===== config.mk =====
export PLATFORM = sky130hd
export DESIGN_NAME = shift_arbiter
export DESIGN_NICKNAME = d
export VERILOG_FILES = /design/src/rtl/shift_arb_pkg.sv /design/src/rtl/shift_core.sv /design/src/rtl/shift_arbiter.sv
export SDC_FILE = /design/constraint.sdc
export NUM_CORES = 1
export LEC_CHECK = 0
export BUFFER_PORTS_ARGS = -buffer_cell sky130_fd_sc_hd__buf_2
export CAP_MARGIN = 5
export CORE_MARGIN = 2
export CORE_UTILIZATION = 50
export DETAILED_ROUTE_END_ITERATION = 16
export HOLD_SLACK_MARGIN = 0.1
export PLACE_DENSITY = 0.76
export SKIP_CTS_REPAIR_TIMING = 1
export SYNTH_ARGS = -nofsm -noshare
export SYNTH_HDL_FRONTEND = slang
export SYNTH_HIERARCHICAL = 1
export SYNTH_SLANG_ARGS = --single-unit

===== constraint.sdc =====
create_clock -name clk -period 6 [get_ports clk]
set_input_delay 0 -clock clk [delete_from_list [all_inputs] [get_ports clk]]
set_output_delay 0 -clock clk [all_outputs]
set_load 0.03 [all_outputs]

===== src/rtl/shift_arb_pkg.sv =====
// Shared constants for the shift arbiter: op codes, default widths and output state encodings.
package shift_arb_pkg;

  localparam int DEF_WIDTH   = 32;
  localparam int DEF_SHAMT_W = 5;

  typedef logic [1:0] op_t;

  localparam op_t OP_SRL = 2'd0;
  localparam op_t OP_SLL = 2'd1;
  localparam op_t OP_SRA = 2'd2;

  localparam logic ST_EMPTY = 1'b0;
  localparam logic ST_FULL  = 1'b1;

endpackage


===== src/rtl/shift_core.sv =====
// Combinational barrel shifter: SRL/SLL/SRA with saturation of out-of-range amounts; op 3 acts as SRL.
module shift_core
  import shift_arb_pkg::*;
#(
  parameter int WIDTH   = DEF_WIDTH,
  parameter int SHAMT_W = DEF_SHAMT_W
) (
  input  logic [WIDTH-1:0] x,
  input  logic [31:0]      y,
  input  op_t              op,
  output logic [WIDTH-1:0] z
);

  logic                     out_of_range;
  logic [SHAMT_W-1:0]       shamt;
  logic signed [WIDTH-1:0]  x_s;
  logic [WIDTH-1:0]         srl_z;
  logic [WIDTH-1:0]         sll_z;
  logic signed [WIDTH-1:0]  sra_z;

  // Any amount bit above the in-range field means the whole operand is shifted out.
  assign out_of_range = |y[31:SHAMT_W];
  assign shamt        = y[SHAMT_W-1:0];
  assign x_s          = $signed(x);

  assign srl_z = x >> shamt;
  assign sll_z = x << shamt;
  assign sra_z = x_s >>> shamt;

  always_comb begin
    z = '0;
    unique case (op)
      OP_SLL:  z = out_of_range ? '0 : sll_z;
      OP_SRA:  z = out_of_range ? {WIDTH{x[WIDTH-1]}} : $unsigned(sra_z);
      default: z = out_of_range ? '0 : srl_z;
    endcase
  end

endmodule


===== src/rtl/shift_arbiter.sv =====
// Round-robin arbiter sharing one shift_core between two requesters, with a one-entry result register.
// Optional grant/stall statistics counters are built when SHIFT_ARB_STATS_EN is defined.
module shift_arbiter
  import shift_arb_pkg::*;
#(
  parameter int WIDTH   = DEF_WIDTH,
  parameter int SHAMT_W = DEF_SHAMT_W
) (
  input  logic             clk,
  input  logic             rstb,
  input  logic             req0_valid,
  output logic             req0_ready,
  input  logic [WIDTH-1:0] req0_x,
  input  logic [31:0]      req0_y,
  input  op_t              req0_op,
  input  logic             req1_valid,
  output logic             req1_ready,
  input  logic [WIDTH-1:0] req1_x,
  input  logic [31:0]      req1_y,
  input  op_t              req1_op,
  output logic             rsp_valid,
  input  logic             rsp_ready,
  output logic [WIDTH-1:0] rsp_z,
  output logic             rsp_id
`ifdef SHIFT_ARB_STATS_EN
  ,
  output logic [15:0]      grant0_cnt,
  output logic [15:0]      grant1_cnt,
  output logic [15:0]      stall_cnt
`endif
);

  logic             state_p0;
  logic             ptr_p0;
  logic             alive_p0;
  logic [WIDTH-1:0] rsp_z_p0;
  logic             rsp_id_p0;

  logic             both_vld;
  logic             gnt0;
  logic             gnt1;
  logic             can_accept;
  logic             accept;
  logic [WIDTH-1:0] sel_x;
  logic [31:0]      sel_y;
  op_t              sel_op;
  logic [WIDTH-1:0] core_z;

  // alive_p0 is cleared by reset, so no request can be accepted while rstb is low.
  always_ff @(posedge clk or negedge rstb) begin
    if (!rstb) alive_p0 <= 1'b0;
    else       alive_p0 <= 1'b1;
  end

  assign both_vld   = req0_valid && req1_valid;
  assign gnt0       = req0_valid && (!req1_valid || !ptr_p0);
  assign gnt1       = req1_valid && (!req0_valid ||  ptr_p0);
  assign can_accept = alive_p0 && ((state_p0 == ST_EMPTY) || rsp_ready);

  assign req0_ready = can_accept && gnt0;
  assign req1_ready = can_accept && gnt1;
  assign accept     = req0_ready || req1_ready;

  assign sel_x  = gnt1 ? req1_x  : req0_x;
  assign sel_y  = gnt1 ? req1_y  : req0_y;
  assign sel_op = gnt1 ? req1_op : req0_op;

  shift_core #(
    .WIDTH   (WIDTH),
    .SHAMT_W (SHAMT_W)
  ) u_core (
    .x  (sel_x),
    .y  (sel_y),
    .op (sel_op),
    .z  (core_z)
  );

  // Stage p0: result register and output state
  always_ff @(posedge clk or negedge rstb) begin
    if (!rstb) begin
      state_p0  <= ST_EMPTY;
      ptr_p0    <= 1'b0;
      rsp_z_p0  <= '0;
      rsp_id_p0 <= 1'b0;
    end else begin
      if (accept) begin
        state_p0  <= ST_FULL;
        rsp_z_p0  <= core_z;
        rsp_id_p0 <= gnt1;
      end else if (rsp_ready) begin
        state_p0  <= ST_EMPTY;
      end
      if (accept && both_vld)
        ptr_p0 <= !gnt1;
    end
  end

  assign rsp_valid = (state_p0 == ST_FULL);
  assign rsp_z     = rsp_z_p0;
  assign rsp_id    = rsp_id_p0;

`ifdef SHIFT_ARB_STATS_EN
  function automatic logic [15:0] sat_inc16(input logic [15:0] v);
    return (v == 16'hFFFF) ? v : v + 16'd1;
  endfunction

  logic [15:0] grant0_cnt_p0;
  logic [15:0] grant1_cnt_p0;
  logic [15:0] stall_cnt_p0;

  // A contention cycle is one where both request and the loser is held back by the grant.
  always_ff @(posedge clk or negedge rstb) begin
    if (!rstb) begin
      grant0_cnt_p0 <= '0;
      grant1_cnt_p0 <= '0;
      stall_cnt_p0  <= '0;
    end else begin
      if (req0_ready)
        grant0_cnt_p0 <= sat_inc16(grant0_cnt_p0);
      if (req1_ready)
        grant1_cnt_p0 <= sat_inc16(grant1_cnt_p0);
      if (both_vld && can_accept)
        stall_cnt_p0 <= sat_inc16(stall_cnt_p0);
    end
  end

  assign grant0_cnt = grant0_cnt_p0;
  assign grant1_cnt = grant1_cnt_p0;
  assign stall_cnt  = stall_cnt_p0;
`endif

endmodule


# == Word-level counts from Yosys, hierarchy flattened ==
# Index checks and enable logic that the tools add are counted.
# W data, S select, Z words.
# word_totals
regBits,36
out_inout_bits,36
elab_cells,37
inputBits,137
# op_classes
eq_ne,2
shifts,3
reduce_logical,17
n_bitwise,1
muxes,9
# op_table
operator,n
$mux W32,5
$pmux W32 S2,1
$shl A32 B5 Y32,1
$shr A32 B5 Y32,1
$sshr A32 B5 Y32,1
$reduce_or A27 Y1,1
$logic_and A1 B1 Y1,7
$logic_not A1 Y1,4
$logic_or A1 B1 Y1,4
$eq A2 B1 Y1 const B,1
$eq A2 B2 Y1 const B,1
$mux W1,2
$mux W2,1
$reduce_bool A2 Y1,1
$not A1 Y1,1

# == Longest topological paths before layout ==
# Gate-level depths: netlist (run 1).
# depth
ltp_word,7
ltp_mapped,16
mapped_depth_nobuf,12

# == Modules after synthesis ==
# The synthesis (run 1) kept the hierarchy.
# modules_own_cells
module,cells_per_inst,instances,area_each_um2,seq_area_each_um2
shift_core,574,1,4621.9,0.0
shift_arbiter,159,1,2288.4,900.9

# == Least setup slack after synthesis (run 1) ==
# Ideal clock, no wire load.
# synth_timing
path_type,register to register
start,reg ptr_p0
end,"reg rsp_z_p0[24], in the netlist rsp_z[24]"
required_time_ns,5.875
path_stages_with_launch,12
slack_ns,2.777
arrival_time_ns,3.098
path_buffers,2
period_less_slack_ns,3.223
setup_ns,0.125
path_cell_list,dfrtp_1 o21ai_4 buf_6 buf_12 mux2_4 nor4_1 nand3_1 nor3_1 mux2_2 a32oi_1 a21bo_2 mux2_2
# synth_between
elab_chain_cells,6
elab_cells_between_ends,21
classes_between,eq/ne: 2; shift: 3; mux: 7; reduce/logical: 9
# synth_lines
item,line,text
start: declaration,shift_arbiter.sv:34,logic ptr_p0;
start signal: assignment,shift_arbiter.sv:94,ptr_p0 <= !gnt1;
$logic_or A1 B1 Y1 *,shift_arbiter.sv:57,assign gnt1 = req1_valid && (!req0_valid || ptr_p0);
$logic_and A1 B1 Y1 *,shift_arbiter.sv:57,
$mux W32 *,shift_arbiter.sv:65,assign sel_y = gnt1 ? req1_y : req0_y;
named net sel_y[22],shift_arbiter.sv:45,logic [31:0] sel_y;
$reduce_or A27 Y1 *,shift_core.sv:22,assign out_of_range = |y[31:SHAMT_W];
"$mux W32, on equally long branches","shift_core.sv:35, shift_core.sv:33, shift_core.sv:34",
$pmux W32 S2 *,shift_core.sv:32,unique case (op)
named net core_z[24],shift_arbiter.sv:47,logic [WIDTH-1:0] core_z;
end signal: assignment,shift_arbiter.sv:88,rsp_z_p0 <= core_z;
end: declaration,shift_arbiter.sv:36,logic [WIDTH-1:0] rsp_z_p0;
# Mark *: on every way through the listed nets, which the timed path passes. The rest lies on a longest branch.
# A chain may end at the register's enable or synchronous reset.

# == Final worst setup path (run 1) ==
# layout_timing
start,in req0_valid
end,"reg rsp_z_p0[6], in the netlist rsp_z[6]"
# layout_between
elab_chain_cells,7
elab_cells_between_ends,20
classes_between,eq/ne: 2; shift: 3; mux: 7; reduce/logical: 8
# layout_lines
item,line,text
start: declaration,shift_arbiter.sv:11,"input logic req0_valid,"
$logic_not A1 Y1 *,shift_arbiter.sv:57,
$logic_or A1 B1 Y1 *,shift_arbiter.sv:57,
$logic_and A1 B1 Y1 *,shift_arbiter.sv:57,
$mux W32 *,shift_arbiter.sv:65,
named net sel_y[1],shift_arbiter.sv:45,
"$shr A32 B5 Y32, or another cell as far along",shift_core.sv:26,assign srl_z = x >> shamt;
"$mux W32, on equally long branches","shift_core.sv:35, shift_core.sv:33, shift_core.sv:34",
$pmux W32 S2 *,shift_core.sv:32,
named net core_z[6],shift_arbiter.sv:47,
# Marks and branches as above.

==> results of run 1 <==
## Yosys cell counts (all sizes together), types with 7 or more instances
master / number
mux2: 133
nand2: 78
nor2: 59
mux4: 57
buf: 46
a21oi: 41
mux2i: 37
dfrtp: 36
o21ai: 35
clkbuf: 25
nand3: 16
nor3: 16
a31oi: 13
o211ai: 11
and3: 8
a22oi: 7
nor4: 7
## through the flow
stage | utilization [%] | worst slack [ns] | hold WS (ns) | total power, W | std cells
2_1_floorplan | - | 2.777 | -0.2956 | 0.001323 | 733
3_3_place_gp | 57.26 | 2.061 | 0.1429 | 0.001655 | 1025
3_5_place_dp | 57.26 | 2.015 | 0.1434 | 0.001652 | 1025
4_1_cts | 58.52 | 1.997 | -0.1529 | 0.001957 | 1033
5_1_grt | 58.75 | 1.666 | 0.1067 | 0.002085 | 1036
6_report | 58.75 | 1.915 | 0.08766 | 0.001990 | 1036
## logic make-up after synthesis
family	share of synthesized area (%)
adder cells (fa/ha/maj)	0.3621
buffers and inverters	7.333
multiplexers	47.89
other	0.05427
flip-flops	13.04
XOR/XNOR	0.1268
AND/OR/NAND/NOR	13.33
AO/OA/AOI/OAI	17.87
## worst min-delay path, stage by stage
cell and delay (ns):
buf_2 0.14, nand4_1 0.11, xnor2_1 0.07
## final timing paths
check	start	end	slack (ns)
worst max-delay path	req0_valid	rsp_z[6]	1.91
worst min-delay path	req1_valid	ptr_p0	0.09
worst max register to register	ptr_p0	rsp_z[6]	1.94
worst min register to register	rsp_z[1]	rsp_z[1]	0.50
max in group asynchronous	rstb	rsp_z[31]	5.11
min in group asynchronous	rstb	rsp_z[0]	0.36
## layer usage
layer | wire length [um] | global-route usage (%)
met3 | 2486 | 6.601
met1 | 9678 | 44.24
met2 | 10870 | 51.02
met5 | 0 | 0
met4 | 1058 | 13.15
## sequential cells by signal, indices dropped and copies added (netlist names)
signal and count:
alive_p0 1, rsp_id 1, ptr_p0 1, rsp_valid 1
rsp_z 32
## area by class of cell
cell class / count / area, um^2
sequential: 36 / 900.9
timing repair buffer: 190 / 1016
fill: 1203 / 5507
tap: 176 / 220.2
clock inverter: 3 / 42.54
multi-input combinational: 618 / 5507
clock buffer: 5 / 125.1
inverter: 8 / 30.03
## power by group through the flow
stage | logic [W] | registers [W] | clock network, W
detailed placement | 0.00135 | 0.000304 | 0
global route | 0.00147 | 0.000302 | 0.000313
global placement | 0.00135 | 0.000301 | 0
CTS | 0.00135 | 0.000299 | 0.000304
floorplan | 0.000960 | 0.000363 | 0
finish | 0.00139 | 0.000298 | 0.000299
==> qor.yml, run 1 <==
clock_latency_ns: 0.28
drtPass1Iterations: 5
leakage_nw: 3.528
mostFrequentLayoutCell: "buf_2"
die-area_um2: 14780
final_area_um2: 7841
cp_slowest_cell: "mux2_4"
synth_cells: 733
hpwl_mm: 18.38
area_delta_synth_final_pct: 13.47
cp_num_cells: 13
grt_pass1_vias: 6415
seqPwrFrac_pct: 15.0
clkSinkCount: 36
syn_nets: 872
core_area_um2: 13350
fmax_mhz: 244.8
port-buffer-count: 172
antenna_cells: 0
rows: 42
drt-total-wl_mm: 24.10
clk_path_buf_depth: 2
ir_drop_mv: 0.1631
root_buffer: "clkbuf_16"
grt_pass1_wl_mm: 37.09
hp-class: "in2reg"
synth_area_per_cell_um2: 9.428
drv_slew: 0
setup_tns_ns: 0
cts_buffers: 5
die_y_um: 121.6
cts_tree: "done"
intPower_w: 0.001048
synth.largest_area_cell: "mux2_2"
mostFrequentLayoutCells: "172 x buf_2, 102 x mux2_2, 78 x nand2_1, 59 x nor2_1, 40 x a21oi_1"
chipWidth_um: 121.6
p_switching_w: 0.0009421
finalSetupViolCount: 0
finalCritPeriodShare_pct: 68.09
clkPwrFrac_pct: 15.0
grt.overflow.total: 0
vias: 6959
ioPinCount: 173
drive_gt1_share_pct: 42.67
wire_per_inst_um: 23.26
crit_family: "multiplexers"
rsz0062_at_grt: "no"
synth_top_area_share_pct: 16.78
drc_errors: 0
finalHoldViolCount: 0
synth_area_um2: 6910
min_period_ns: 4.085
synth_cell_types: 74
switching_share_pct: 47.34
cp-end-kind: "flop"
yosys_warnings: 6
critPathLaunchType: "primary input"
cp.arrival_ns: 4.25
relSlewSlack_pct: 30.25
maxCapViolCount: 0
critPathKind: "in2reg"
grt_max_degree: 76
status: "finished clean"
crit_buf_inv: 4
hold_depth: 3
synth_flop_cell: "dfrtp_1"
required_ns: 6.17
antenna_found_initial: 0
synth_seq_cells: 36
synth-seq-area-share_pct: 13.04
ff2ff_path_depth: 10
grt_usage_pct: 32.56
gp_congestion: 1.050
ant_nets: 0
worstPathMaxFanout: 75
synth_edf_count: 0
async_reset_ff_share_pct: 100.0
combinationalPowerShare_pct: 70.0
fin_nets: 998
crit_chain: "dlygate4sd3_1 > buf_2 > inv_2 > o21ai_4 > mux2_4 > buf_4 > mux4_1 > and2_1 > a211oi_1 > o21ai_0 > o211ai_1 > o311ai_0 > mux2_2"
power_density_nw_per_um2: 253.8
yosys-top-cells-area: "mux2_2 17%, dfrtp_1 13%, mux4_2 12%, mux4_1 8.0%, mux2i_1 5.4%"
vias_per_cell: 6.717
worst_pin_slew_ns: 1.046
cpPeakStageDelay_ns: 0.91
place_area_um2: 7644
drt-initial-drc-count: 894
clk_transition_reported_paths_ns: 0.06
start_util_pct: 51.77
fin_skew_ns: 0.005314
htree_levels: 2
(Power assumes the default switching activity.)
==> run 2: changes to the inputs <==
ABC_AREA = 1   (was default)
PLACE_DENSITY = 0.79   (was 0.76)
clock period = 3.5 ns   (was 6 ns; I/O delays follow)
==> run 2 against run 1 <==
Against the previous run: via count grew 35%; count of clock-buffer cells in the layout is the same; combinational power grew 97%; worst setup slack lost 1.5 ns; synthesized cell count grew 89%; power grew 89%; critical path depth grew 6; flip-flop and latch count is the same.
==> qor.yml, run 2 <==
switching_share_pct: 57.69
worstPathMaxFanout: 37
critPathLaunch: "ptr_p0"
synth_edf_count: 0
fin_skew_ns: 0.002877
status: "finished clean"
finalHoldViolCount: 0
intPower_w: 0.001596
grt_max_degree: 72
worst_pin_slew_ns: 0.8106
fillCellCount: 1452
leakage_nw: 4.704
synth_xor_xnor_area_share_pct: 0
drv_slew: 0
cp.arrival_ns: 3.31
synth_seq_cells: 36
setup_tns_ns: 0
rows: 42
port-buffer-count: 172
die_y_um: 121.3
yosys-top-cells-area: "nand2_1 42%, nand3_1 20%, dfrtp_1 13%, buf_2 2.7%, nor2_1 2.1%"
drt-total-wl_mm: 27.05
synth_commonest_cells: "779 x nand2_1, 277 x nand3_1, 38 x nor2_1"
ir_drop_mv: 0.4507
area_delta_synth_final_pct: 13.38
yosysMostFrequentCell: "nand2_1"
ff2ff_path_depth: 19
drive_gt1_share_pct: 15.11
synth-seq-area-share_pct: 13.09
synth-compound-area-share_pct: 5.945
fin_nets: 1634
antenna_cells: 0
synthSimpleGateAreaFrac_pct: 70.40
syn_nets: 1528
synth_area_per_cell_um2: 4.954
clkPwrFrac_pct: 13.6
maxCapViolCount: 0
mostFrequentLayoutCell: "nand2_1"
p_total_w: 0.003771
final_cell_count_no_fill: 1672
reg2reg_from: "ptr_p0"
synth_flop_cell: "dfrtp_1"
ioPinCount: 173
critPathKind: "reg2reg"
cp-end-kind: "flop"
finalSetupViolCount: 0
synth_mux_area_share_pct: 0
largest_reg_flops: 32
hp-class: "in2reg"
grt_pass1_vias: 8322
drtPass1Iterations: 6
htree_levels: 2
vias_per_cell: 5.638
relSlewSlack_pct: 45.96
synth.largest_area_cell: "nand2_1"
min_period_ns: 3.134
root_buffer: "clkbuf_16"
clkSinkCount: 36
yosys_warnings: 6
reg2reg_setup_slack_ns: 0.37
finalCritPeriodShare_pct: 89.54
combinationalPowerShare_pct: 72.6
synthAdderAreaFrac_pct: 0.3636
wire_per_inst_um: 16.18
seqPwrFrac_pct: 13.8
cts_tree: "done"
die-area_um2: 14720
gp_congestion: 1.060
grt.overflow.total: 0
grt_usage_pct: 36.90
synth_top_area_share_pct: 42.49
required_ns: 3.67
fmax_mhz: 319.1
synth_top_family_by_area: "simple AND/OR/NAND/NOR gates"
dp.cells: 1663
cts_buffers: 5
synth_cells: 1389
vias: 9426
regArea_um2: 900.9
final_area_um2: 7802
grt_pass1_wl_mm: 43.33
multi_input_area_um2: 5285
core_area_um2: 13350
async_reset_ff_share_pct: 100.0
hpwl_mm: 20.86
ant_nets: 0
place_area_um2: 7625
critPathLaunchType: "flop"
synth_area_um2: 6882
synth_cell_types: 41
clk_path_buf_depth: 2
rsz0062_at_grt: "no"
chipWidth_um: 121.3
drc_errors: 0
utilization_pct: 58.46
clk_transition_reported_paths_ns: 0.06
mostFrequentLayoutCells: "778 x nand2_1, 277 x nand3_1, 172 x buf_2, 38 x nor2_1"
drt-initial-drc-count: 1243
p_switching_w: 0.002175
endpoint: "rsp_z[30]"
clock_latency_ns: 0.28
start_util_pct: 51.56
antenna_found_initial: 0
power_density_nw_per_um2: 483.3
worstReg2RegEnd: "rsp_z[30]"
run 2: changes by cell type in the layout (fill, tap and decap cells not counted), sizes merged, moves of 13 or more:
cell / previous run / this run
mux4: 57 / 0
a31oi: 13 / 0
inv: 6 / 44
a21oi: 41 / 16
nand3: 16 / 278
mux2i: 37 / 0
nand2: 78 / 786
nor2: 59 / 46
nor3: 16 / 2
and2: 6 / 20
mux2: 133 / 0
run 2: cell type report:
type                    instances  share of cell area [%]
clock buffers                   5                   1.604
clock inverters                 3                  0.5452
flip-flops and latches         36                   11.55
well taps                     176                   2.822
multi-input cells            1218                   67.74
repair buffers                190                   13.60
inverters                      44                   2.149
run 2: critical path, cell delays in order, from the launching register on:
cell and delay [ns]:
dfrtp_1 0.40, nand2_2 0.10, nand2_2 0.07, buf_4 0.24, nand2_1 0.10, nand2_1 0.10, buf_4 0.25, nand2_1 0.13
a21boi_0 0.42, nand2_1 0.13, nand3_1 0.14, nand2_1 0.11, nand2_1 0.07, nand2_1 0.17, nand2_1 0.12, nand2_1 0.05
o21ai_0 0.17, nand2_1 0.10, nand2_1 0.08, nand2_1 0.05
run 2: how the worst min path moves through the flow:
stage,slack [ns],end,from,depth (start not counted)
after CTS,-0.17,rsp_z[19],rstb,1
after global placement,0.13,rsp_z[17],rstb,1
after floorplan,-0.30,alive_p0,rstb,0
after detailed placement,0.14,rsp_z[19],rstb,1
after global routing,0.14,rsp_valid,rsp_ready,4
final,0.1,rsp_valid,rsp_ready,4
run 2: cell families (layout without fill, tap and decap cells):
| family | count (synthesis) | after routing |
|---|---|---|
| adder cells (fa/ha/maj) | 2 | 2 |
| buffers and inverters | 135 | 242 |
| AO/OA/AOI/OAI | 70 | 70 |
| other | 1 | 1 |
| flip-flops | 36 | 36 |
| AND/OR/NAND/NOR | 1145 | 1145 |
run 2: metrics by stage:
stage               setup slack, ns  hold slack [ns]
global placement             0.4747           0.1337
detailed placement           0.4456           0.1405
global route                0.08173           0.1370
finish                       0.3661          0.09834
floorplan                     1.138          -0.2956
CTS                          0.4194          -0.1688
run 2: per-layer routing:
layer	vias to the layer above	track usage, %	part of all wire, %
met5	-	0	0
met4	0	11.64	3.5
met3	73	7.143	12
met2	606	56.39	42
met1	4095	52.12	42
li1	4652	-	-
run 2: power by group through the flow:
stage                     logic, W  clock network [W]  registers (W)
after floorplan            0.00186                  0       0.000638
after global placement     0.00265                  0       0.000524
after detailed placement   0.00265                  0       0.000526
after CTS                  0.00266           0.000515       0.000519
after global routing       0.00303           0.000540       0.000526
final                      0.00274           0.000514       0.000520
==> run 3: changes to the inputs <==
BUFFER_PORTS_ARGS = default   (was -buffer_cell sky130_fd_sc_hd__buf_2)
DONT_BUFFER_PORTS = 1   (was default)
PLACE_DENSITY = 0.68   (was 0.79)
==> run 3 against run 2 <==
Against the previous run: first-iteration DRC count up 8.6%; via count down 6.7%; clock power up 1%; global-route usage down 0.25 points; sequential share of layout area up 1.3 points; routed wire length up 0.63%; combinational power down 7.7%; core utilization down 5.8 points; die area unchanged; fmax down 0.31%; power down 2.0%.
==> qor.yml, run 3 (same netlist as run 2, synthesis figures left out) <==
leakage_nw: 4.016
hp-class: "in2reg"
mostFrequentLayoutCell: "nand2_1"
largest_reg_flops: 32
fmax_mhz: 318.1
relSlewSlack_pct: 57.74
drt-initial-drc-count: 1350
reg2reg_from: "ptr_p0"
p_switching_w: 0.002174
rows: 42
cts_tree: "done"
switching_share_pct: 58.82
drt-total-wl_mm: 27.23
power_density_nw_per_um2: 526.0
vias_per_cell: 5.838
gp_congestion: 0.9981
die-area_um2: 14720
min_period_ns: 3.144
required_ns: 3.67
clk_path_buf_depth: 2
ant_nets: 0
worstPathMaxFanout: 37
fin_skew_ns: 0.007339
grt_pass1_vias: 7673
finalHoldViolCount: 0
area_delta_synth_final_pct: 2.091
rsz0062_at_grt: "no"
hold_depth: 3
combinationalPowerShare_pct: 68.3
cp.arrival_ns: 3.31
worstHoldStart: "rsp_ready"
start_util_pct: 51.56
clk_transition_reported_paths_ns: 0.06
fillCellCount: 1545
drtPass1Iterations: 5
hpwl_mm: 20.90
vias: 8798
mostFrequentLayoutCells: "777 x nand2_1, 277 x nand3_1, 38 x nor2_1, 36 x inv_1, 36 x dfrtp_1"
intPower_w: 0.001522
clkPwrFrac_pct: 14.1
setup_tns_ns: 0
drive_gt1_share_pct: 4.358
grt_usage_pct: 36.65
worst_pin_slew_ns: 0.6339
core_area_um2: 13350
port-buffer-count: 0
cts_buffers: 5
seqPwrFrac_pct: 17.5
wire_per_inst_um: 18.07
critPathKind: "reg2reg"
fin_nets: 1469
die_y_um: 121.3
final_cell_count_no_fill: 1507
finalSetupViolCount: 0
setup_ws_ns: 0.3565
finalCritPeriodShare_pct: 89.82
clock_latency_ns: 0.28
drc_errors: 0
chipWidth_um: 121.3
drv_slew: 0
antenna_cells: 0
clkSinkCount: 36
grt.overflow.total: 0
critPathLaunchType: "flop"
grt_max_degree: 73
ir_drop_mv: 0.4951
dp_slack_ns: 0.4157
ff2ff_path_depth: 18
status: "finished clean"
grt_pass1_wl_mm: 42.11
reg2reg_setup_slack_ns: 0.36
dp.cells: 1494
antenna_found_initial: 0
cp-end-kind: "flop"
critPathLaunch: "ptr_p0"
maxCapViolCount: 0
root_buffer: "clkbuf_16"
ioPinCount: 173
htree_levels: 2
[run 3: final timing paths]
kind / end
min in group asynchronous: rsp_z[17]
max in group asynchronous: rsp_z[10]
setup / recovery: rsp_z[28]
hold reg to reg: rsp_z[24]
hold / removal: rsp_valid
setup reg to reg: rsp_z[28]
[run 3: per-stage QoR]
step | power (W) | cell area (um^2) | hold slack [ns] | utilization, %
after global routing | 0.003979 | 7025 | 0.1488 | 52.63
after detailed placement | 0.003079 | 6802 | -0.2948 | 50.96
after CTS | 0.003604 | 6965 | -0.5958 | 52.18
after global placement | 0.003074 | 6802 | -0.2949 | 50.96
after floorplan | 0.002494 | 6882 | -0.2956 | -
final | 0.003695 | 7025 | 0.1232 | 52.63
[run 3: area by class of cell]
type,instances,area (um^2),area share [%]
Multi-Input combinational cell,1218,5288,75.26
Sequential cell,36,900.9,12.82
Timing Repair Buffer,25,285.3,4.061
Tap cell,176,220.2,3.134
Inverter,44,167.7,2.386
Clock buffer,6,128.9,1.834
Clock inverter,2,35.03,0.4987
[run 3: routing by layer]
layer,global-route usage [%],wire [um],vias up
met2,53.13,11320,539
met3,7.754,2991,54
met5,0,0,-
met1,52.64,11820,3884
li1,-,-,4321
met4,14.22,1091,0
[run 3: worst max-delay path: stages, from the launching register on]
cell and delay (ns):
dfrtp_1 0.40, nand2_2 0.11, nand2_2 0.16, inv_2 0.10
nand2_1 0.05, nand2_1 0.40, inv_4 0.27, a21boi_0 0.41
nand2_1 0.14, nand3_1 0.13, nand2_1 0.06, nand2_1 0.05
nand2_1 0.14, nand2_1 0.20, nand3_1 0.11, nand2_1 0.08
o21ai_2 0.05, nand2_1 0.06, nand2_1 0.07
[run 3: power by group through the flow]
stage | Sequential [W] | Combinational (W) | Clock [W]
2_1_floorplan | 0.000638 | 0.00186 | 0
3_3_place_gp | 0.000653 | 0.00242 | 0
3_5_place_dp | 0.000657 | 0.00242 | 0
4_1_cts | 0.000649 | 0.00243 | 0.000521
5_1_grt | 0.000656 | 0.00279 | 0.000537
6_report | 0.000648 | 0.00253 | 0.000521
